**config.mk**
```make
export PLATFORM = sky130hd
export DESIGN_NAME = parking_gate_arbiter
export DESIGN_NICKNAME = d
export VERILOG_FILES = /design/src/rtl/parking_pkg.sv /design/src/rtl/gate_timer.sv /design/src/rtl/parking_gate_arbiter.sv
export SDC_FILE = /design/constraint.sdc
export NUM_CORES = 1
export LEC_CHECK = 0
export CORE_UTILIZATION = 34
export CTS_CLUSTER_DIAMETER = 100
export CTS_CLUSTER_SIZE = 24
export DETAILED_ROUTE_END_ITERATION = 6
export DONT_BUFFER_PORTS = 1
export PLACE_DENSITY_LB_ADDON = 0.25
export SLEW_MARGIN = 20
export SYNTH_ARGS = -nofsm -noshare
export SYNTH_HDL_FRONTEND = slang
export SYNTH_SLANG_ARGS = --single-unit
export TNS_END_PERCENT = 1
```
**constraint.sdc**
```tcl
create_clock -name clk -period 1.6 [get_ports clk]
set_clock_uncertainty 0.15 [all_clocks]
set_input_delay 0.32 -clock clk [delete_from_list [all_inputs] [get_ports clk]]
set_output_delay 0.32 -clock clk [all_outputs]
set_load 0.1 [all_outputs]
```
**src/rtl/parking_pkg.sv**
```systemverilog
// Shared types and defaults for the parking gate arbiter.
package parking_pkg;

    typedef enum logic [2:0] {
        IDLE,
        ENTRY_OPEN,
        EXIT_OPEN,
        COMMIT_IN,
        COMMIT_OUT
    } gate_state_t;

    typedef enum logic {
        SIDE_ENTRY,
        SIDE_EXIT
    } side_t;

    localparam int DEFAULT_GATE_TIMEOUT = 50;

endpackage

```
**src/rtl/gate_timer.sv**
```systemverilog
// Loadable down-counter; expired is high while the count sits at zero.
module gate_timer #(
    parameter int TW = 6
) (
    input  logic          clk,
    input  logic          reset,
    input  logic          load,
    input  logic [TW-1:0] load_val,
    input  logic          en,
    output logic          expired
);

    logic [TW-1:0] count_q;
    logic [TW-1:0] count_d;

    always_comb begin
        count_d = count_q;
        if (load) begin
            count_d = load_val;
        end else if (en && (count_q != '0)) begin
            count_d = count_q - TW'(1);
        end
    end

    always_ff @(posedge clk or negedge reset) begin
        if (!reset) begin
            count_q <= '0;
        end else begin
            count_q <= count_d;
        end
    end

    assign expired = (count_q == '0);

endmodule

```
**src/rtl/parking_gate_arbiter.sv**
```systemverilog
// Opens one parking gate at a time, round-robins ties between entry and exit,
// and issues a single inc/dec pulse to the occupancy counter per car that passes.
//
// state      | meaning
// IDLE       | both gates closed, choosing the next eligible request
// ENTRY_OPEN | entry gate open, waiting for entry_passed or timeout
// EXIT_OPEN  | exit gate open, waiting for exit_passed or timeout
// COMMIT_IN  | inc pulse, gates closed
// COMMIT_OUT | dec pulse, gates closed
module parking_gate_arbiter
    import parking_pkg::*;
#(
    parameter int GATE_TIMEOUT = DEFAULT_GATE_TIMEOUT,
    localparam int TW = $clog2(GATE_TIMEOUT + 1)
) (
    input  logic clk,
    input  logic reset,
    input  logic entry_req,
    input  logic exit_req,
    input  logic entry_passed,
    input  logic exit_passed,
    input  logic full,
    input  logic clear,
    output logic entry_open,
    output logic exit_open,
    output logic inc,
    output logic dec,
    output logic lot_full_lamp,
    output logic timeout_flag
);

    gate_state_t state_q, state_d;
    side_t       last_served_q, last_served_d;
    logic        timeout_q, timeout_d;
    logic        timer_load;
    logic        timer_en;
    logic        timer_expired;
    logic        entry_elig;
    logic        exit_elig;

    assign entry_elig = entry_req && !full;
    assign exit_elig  = exit_req && !clear;

    always_comb begin
        state_d       = state_q;
        last_served_d = last_served_q;
        timeout_d     = 1'b0;
        timer_load    = 1'b0;
        case (state_q)
            IDLE: begin
                // last_served only moves on a contested grant
                if (entry_elig && exit_elig) begin
                    timer_load = 1'b1;
                    if (last_served_q == SIDE_EXIT) begin
                        state_d       = ENTRY_OPEN;
                        last_served_d = SIDE_ENTRY;
                    end else begin
                        state_d       = EXIT_OPEN;
                        last_served_d = SIDE_EXIT;
                    end
                end else if (entry_elig) begin
                    timer_load = 1'b1;
                    state_d    = ENTRY_OPEN;
                end else if (exit_elig) begin
                    timer_load = 1'b1;
                    state_d    = EXIT_OPEN;
                end
            end
            ENTRY_OPEN: begin
                if (entry_passed) begin
                    state_d = COMMIT_IN;
                end else if (timer_expired) begin
                    state_d   = IDLE;
                    timeout_d = 1'b1;
                end
            end
            EXIT_OPEN: begin
                if (exit_passed) begin
                    state_d = COMMIT_OUT;
                end else if (timer_expired) begin
                    state_d   = IDLE;
                    timeout_d = 1'b1;
                end
            end
            COMMIT_IN:  state_d = IDLE;
            COMMIT_OUT: state_d = IDLE;
            default:    state_d = IDLE;
        endcase
    end

    always_ff @(posedge clk or negedge reset) begin
        if (!reset) begin
            state_q       <= IDLE;
            last_served_q <= SIDE_EXIT;
            timeout_q     <= 1'b0;
        end else begin
            state_q       <= state_d;
            last_served_q <= last_served_d;
            timeout_q     <= timeout_d;
        end
    end

    assign timer_en = (state_q == ENTRY_OPEN) || (state_q == EXIT_OPEN);

    // Loading GATE_TIMEOUT-1 keeps the gate open for exactly GATE_TIMEOUT cycles
    gate_timer #(
        .TW(TW)
    ) u_gate_timer (
        .clk     (clk),
        .reset   (reset),
        .load    (timer_load),
        .load_val(TW'(GATE_TIMEOUT - 1)),
        .en      (timer_en),
        .expired (timer_expired)
    );

    assign entry_open    = (state_q == ENTRY_OPEN);
    assign exit_open     = (state_q == EXIT_OPEN);
    assign inc           = (state_q == COMMIT_IN);
    assign dec           = (state_q == COMMIT_OUT);
    assign lot_full_lamp = (state_q == IDLE) && entry_req && full;
    assign timeout_flag  = timeout_q;

endmodule

```
== After elaboration in Yosys (flattened, before gate mapping) ==
Cells that the tools add are included.

* Logic and storage cells: 43
* Register bits after elaboration: 11
* Output and inout bits: 6

* Multiplexer cells: 19
* Reduce and logical (&&, ||, !) cells: 14
* Equal/unequal tests: 5
* Add/sub/neg operators: 1

{| class="wikitable"
|+ Operators by type and width
! cell !! count
|-
| 2-to-1 mux 3 bit || 6
|-
| 2-to-1 mux 6 bit || 2
|-
| one-hot mux 3 bit (3 select lines) || 1
|-
| 2-to-1 mux 1 bit || 8
|-
| equality test 3 x 2 -> 1 bit, second input constant || 2
|-
| logical AND 1 bit || 6
|-
| zero test 6 bit || 1
|-
| nonzero test 6 bit || 1
|-
| subtractor 6 x 1 -> 6 bit, second input constant || 1
|-
| != test 4 bit, second input constant || 1
|-
| equality test 3 x 1 -> 1 bit, second input constant || 1
|-
| equality test 3 bit, second input constant || 1
|-
| zero test 3 bit || 1
|-
| zero test 1 bit || 2
|-
| 2-to-1 mux 2 bit || 1
|-
| one-hot mux 1 bit (2 select lines) || 1
|-
| AND reduction 2 bit || 1
|-
| nonzero test 2 bit || 1
|-
| logical OR 1 bit || 1
|}

== Logic depth before layout (Yosys ltp) ==
* Depth in word-level cells: 7
* Depth in mapped cells: 6
* Mapped depth without buffers: 6

== Cells and area by module ==
A second synthesis with hierarchy kept.

* Cells, all modules: 77
* Area, all modules: 705.7 um^2

{| class="wikitable"
|+ By module, submodules not included
! module !! area each (um^2) !! instances !! cells an instance
|-
| gate_timer || 395.4 || 1 || 44
|-
| parking_gate_arbiter || 310.3 || 1 || 33
|}

== Worst setup path after synthesis ==
No wires, ideal clock.

* Path kind: reg-to-reg
* Start point: register state_q[2]
* End point: register timeout_q (netlist: timeout_flag)
* Arrival: 3.351 ns
* Period minus slack after synthesis: 3.587 ns
* Stages on the path, launching flop included: 5
* Required time: 1.364 ns
* Slack: -1.987 ns
* Buffers on the path: 1
* Path through: dfrtp_1 clkbuf_1 nor3b_1 a22oi_1 nor2_1

* Cells in the longest elaborated chain, start to end: 2
* Elaborated cells on any way between the ends: 3

{| class="wikitable"
|+ RTL lines
! item !! RTL line !! RTL
|-
| from (decl) || parking_gate_arbiter.sv:32 || <nowiki>gate_state_t state_q, state_d;</nowiki>
|-
| from (signal assigned) || parking_gate_arbiter.sv:97 || <nowiki>state_q <= state_d;</nowiki>
|-
| equality test 3 x 2 -> 1 bit || n/a ||
|-
| via exit_open || parking_gate_arbiter.sv:25 || <nowiki>output logic exit_open,</nowiki>
|-
| one-hot mux 1 bit (2 select lines) || parking_gate_arbiter.sv:49 || <nowiki>case (state_q)</nowiki>
|-
| via timeout_d || parking_gate_arbiter.sv:34 || <nowiki>logic timeout_q, timeout_d;</nowiki>
|-
| to (signal assigned) || parking_gate_arbiter.sv:99 || <nowiki>timeout_q <= timeout_d;</nowiki>
|-
| to (decl) || parking_gate_arbiter.sv:34 ||
|}

The timed path passes the listed nets, and every way through them passes these cells.
A chain may end at the register's enable or synchronous reset.

== Worst setup path in the final report ==
* Start point: register state_q[2]
* End point: output entry_open

* Cells in the longest elaborated chain, start to end: 1

{| class="wikitable"
|+ RTL lines
! item !! RTL line !! RTL
|-
| equality test 3 x 1 -> 1 bit || parking_gate_arbiter.sv:117 || <nowiki>assign entry_open = (state_q == ENTRY_OPEN);</nowiki>
|-
| to (decl) || parking_gate_arbiter.sv:24 || <nowiki>output logic entry_open,</nowiki>
|}

Every way passes these cells.

==> impl_metrics.yaml <==
layout:
  multi_input_comb_area_um2: 425
  num-fill-cells: 150
  area_growth_pct: 65.7
  layout.nets: 101
  antenna-diode-count: 0
  finish.cell_count_without_fillers: 115
  final_layout_size_suffix_gt1_share_pct: 46.7
  ff_latch_area_um2: 280
synthesis:
  number_of_enable_flip_flop_cells_after_synthesis: 0
  post_synth_instance_area_um2: 624
  synth-async-reset-ratio_pct: 100
  synth-warning-count: 0
  synth_cells: 64
  average_instance_area_after_synthesis_um2: 9.76
  distinct_cells_synth: 28
  synth_sequential_area_ratio_pct: 44.3
  synth-seq-cells: 11
  synth_ff_type: "sky130_fd_sc_hd__dfrtp_1"
  synth_fp_nets: 74
die:
  num_io_pins: 14
  die-width_um: 44.9
  rows: 15
  die_area_um2: 2010
  floorplan.initialDensity_pct: 36.2
  die_height_um: 44.9
  placeableCoreArea_um2: 1730
clock_network:
  tritoncts: "built"
  clk_root_buffer_cell: "sky130_fd_sc_hd__clkbuf_4"
  buffer_levels_on_the_longest_clock_path: 2
  cts.clk_slew.worst_paths_ns: 0.07
  clock_sinks: 11
  htree_levels: 1
  cts_inserted_buffers: 3
  clock_insertion_delay_worst_skew_ns: 0.27
detailed_routing:
  drt_pass1_iterations: 6
  routed_wirelength_mm: 1.43
  drt-wirelength-per-cell_um: 12.4
  post_drt_via_cell_ratio: 4.90
  antenna_left: 0
  vias_after_detailed_routing: 563
  initialDrtViolationCount: 5
  route.detailed.drc: 0
setup_path:
  worst-path-buf-inv: 2
  r2r_start: "state_q[1]"
  critical_path_peak_fanout: 5
  worst-r2r-setup-slack_ns: -0.02
  cpMaxStageDelayCell: "sky130_fd_sc_hd__dfrtp_2"
  critical_path.cell_chain: "buf_6 > nor3b_4 > buf_12"
  critical_path_required_ns: 1.13
  worst_setup_path_category: "reg2out"
  worstSetupStartpoint: "state_q[2]"
  worst-endpoint-arrival_ns: 1.32
  timing.critical_path.to_type: "primary output"
  critical_path.startpoint_type: "flip-flop"
  delay_of_the_slowest_cell_on_the_worst_path_ns: 0.45
  delay_heaviest_family_cp: "flip-flops"
timing:
  worstMarginPinSlew_ns: 0.482
  worst_slew_margin_rel_pct: 67.7
  final_max_slew_viol_count: 0
  final_min_period_over_clock_period_pct: 112
  rsz0062_at_grt: "true"
  fin_worst_setup_slack_ns: -0.192
  setup_violations: 6
  finalWorstPathRequiredPeriod_ns: 1.79
  finalHoldViolCount: 0
  max_freq_mhz: 558
  final.hold.worst_slack_ns: 0.0195
power:
  p_comb_share_pct: 66.5
  internal_power_component_w: 0.00114
  netSwitchingFraction_pct: 44.2
  power_density_nw_per_um2: 1980
  power.switching_w: 0.000906
  clock_power_share_pct: 9.1
  ir_drop_mv: 1.09
  seqPwrFrac_pct: 24.4
  p_leak_nw: 0.442
global_routing:
  grt_overflow_total: 0
  first_global_vias: 527
  grt_use_total_pct: 16.5
  antenna_found_initial: 0
  grt_first_pass_wirelength_mm: 2.24
  pin_count_of_the_biggest_net_entering_global_routing: 12
placed_design:
  post-place-cells: 106
  gp_congestion: 0.734
  post-place-ws_ns: -0.0485
  port_buffers: 0
  place_hpwl_mm: 1.06
outcome:
  failed_checks: "setup timing"
  result_of_the_run: "complete, but fails checks"
hold_path:
  holdCritPathClass: "in2reg"
  worst_hold_startpoint: "exit_passed"
flow_run:
  max_cap_violations: 0
routing by layer:
metal	up-vias	share of wire [%]	global-route usage [%]
met3	5	5.2	7.60
met5	-	0	0
met4	0	2.1	7.27
li1	277	-	-
met1	271	42	19.0
met2	10	51	26.5
Yosys cell counts, types with 2 or more instances:
library cell | instances | share of area [%]
sky130_fd_sc_hd__dfrtp_1 | 10 | 40
sky130_fd_sc_hd__ha_1 | 2 | 4.0
sky130_fd_sc_hd__inv_1 | 5 | 3.0
sky130_fd_sc_hd__mux2i_1 | 5 | 8.0
sky130_fd_sc_hd__nand2_1 | 6 | 3.6
sky130_fd_sc_hd__nand2b_1 | 2 | 2.0
sky130_fd_sc_hd__nor2_1 | 4 | 2.4
sky130_fd_sc_hd__nor2b_1 | 3 | 3.0
sky130_fd_sc_hd__nor3_1 | 2 | 1.6
sky130_fd_sc_hd__nor3b_1 | 4 | 4.8
sky130_fd_sc_hd__o21ai_0 | 3 | 2.4
sky130_fd_sc_hd__xnor2_1 | 2 | 2.8
state kept, by name (all words and copies together), names as in the netlist:
signal	flops
u_gate_timer.count_q	6
state_q	3
last_served_q	1
timeout_flag	1
path summary, 6_finish.rpt:
path                                                end  cells after the start
worst max-delay path                         entry_open                      3
worst min-delay path                         state_q[2]                      1
worst max register to register  u_gate_timer.count_q[5]                      5
worst min register to register            last_served_q                      1
max in group asynchronous                    state_q[0]                      1
min in group asynchronous                  timeout_flag                      1
kinds of logic after synthesis:
logic type | Yosys count | synth area share (%)
muxes | 5 | 8.02
and+or+nand+nor | 28 | 26.1
DFF | 11 | 44.3
adders and majority gates | 2 | 4.01
xor gates and xnor gates | 2 | 2.81
buffers and inverters | 6 | 3.61
AOI/OAI and AO/OA | 10 | 11.2
layout make-up:
class / instances / share of cell area (%)
Clock buffer: 4 / 2.54
Inverter: 5 / 1.81
Multi-Input combinational cell: 47 / 41.1
Sequential cell: 11 / 27.1
Tap cell: 25 / 3.02
Timing Repair Buffer: 23 / 24.4
power groups by stage:
stage	registers, W	logic, W	clock network [W]
floorplan	0.000493	0.000709	0
global placement	0.000470	0.00111	0
detailed placement	0.000476	0.00113	0
CTS	0.000492	0.00133	0.000191
global route	0.000514	0.00145	0.000205
finish	0.000500	0.00136	0.000186
layout by cell type, fill, tap and decap left out, types with 2 or more instances in the layout:
| master | n |
|---|---|
| sky130_fd_sc_hd__ha_1 | 2 |
| sky130_fd_sc_hd__nor2_1 | 4 |
| sky130_fd_sc_hd__nand2b_1 | 2 |
| sky130_fd_sc_hd__dfrtp_1 | 7 |
| sky130_fd_sc_hd__nor3b_4 | 3 |
| sky130_fd_sc_hd__clkbuf_4 | 3 |
| sky130_fd_sc_hd__o21ai_1 | 2 |
| sky130_fd_sc_hd__buf_4 | 13 |
| sky130_fd_sc_hd__nor2b_1 | 2 |
| sky130_fd_sc_hd__dfrtp_2 | 3 |
| sky130_fd_sc_hd__buf_6 | 4 |
| sky130_fd_sc_hd__nand2_1 | 6 |
| sky130_fd_sc_hd__buf_12 | 5 |
| sky130_fd_sc_hd__mux2i_1 | 5 |
| sky130_fd_sc_hd__o21ai_0 | 2 |
| sky130_fd_sc_hd__inv_1 | 5 |
stage by stage:
| stage | power (W) | utilization [%] | cell area, um^2 | TNS [ns] |
|---|---|---|---|---|
| global placement | 0.00158 | 51.4 | 887 | 0 |
| finish | 0.00205 | 59.9 | 1030 | -0.861 |
| global route | 0.00217 | 59.9 | 1030 | -1.26 |
| CTS | 0.00201 | 58.9 | 1020 | -0.896 |
| detailed placement | 0.00161 | 51.4 | 887 | -0.141 |
| floorplan | 0.00120 | - | 672 | -2.11 |
repair_timing:
item / CTS / global route
setup endpoints to repair: 9 / 12
resized for setup: 13 / 3
pin swaps: 3 / 2
buffers inserted: 4 / 0
hold buffers: 1 / 0
hold endpoints to repair: 11 / 0
gates cloned: 0 / 0
(Power assumes the default switching activity.)
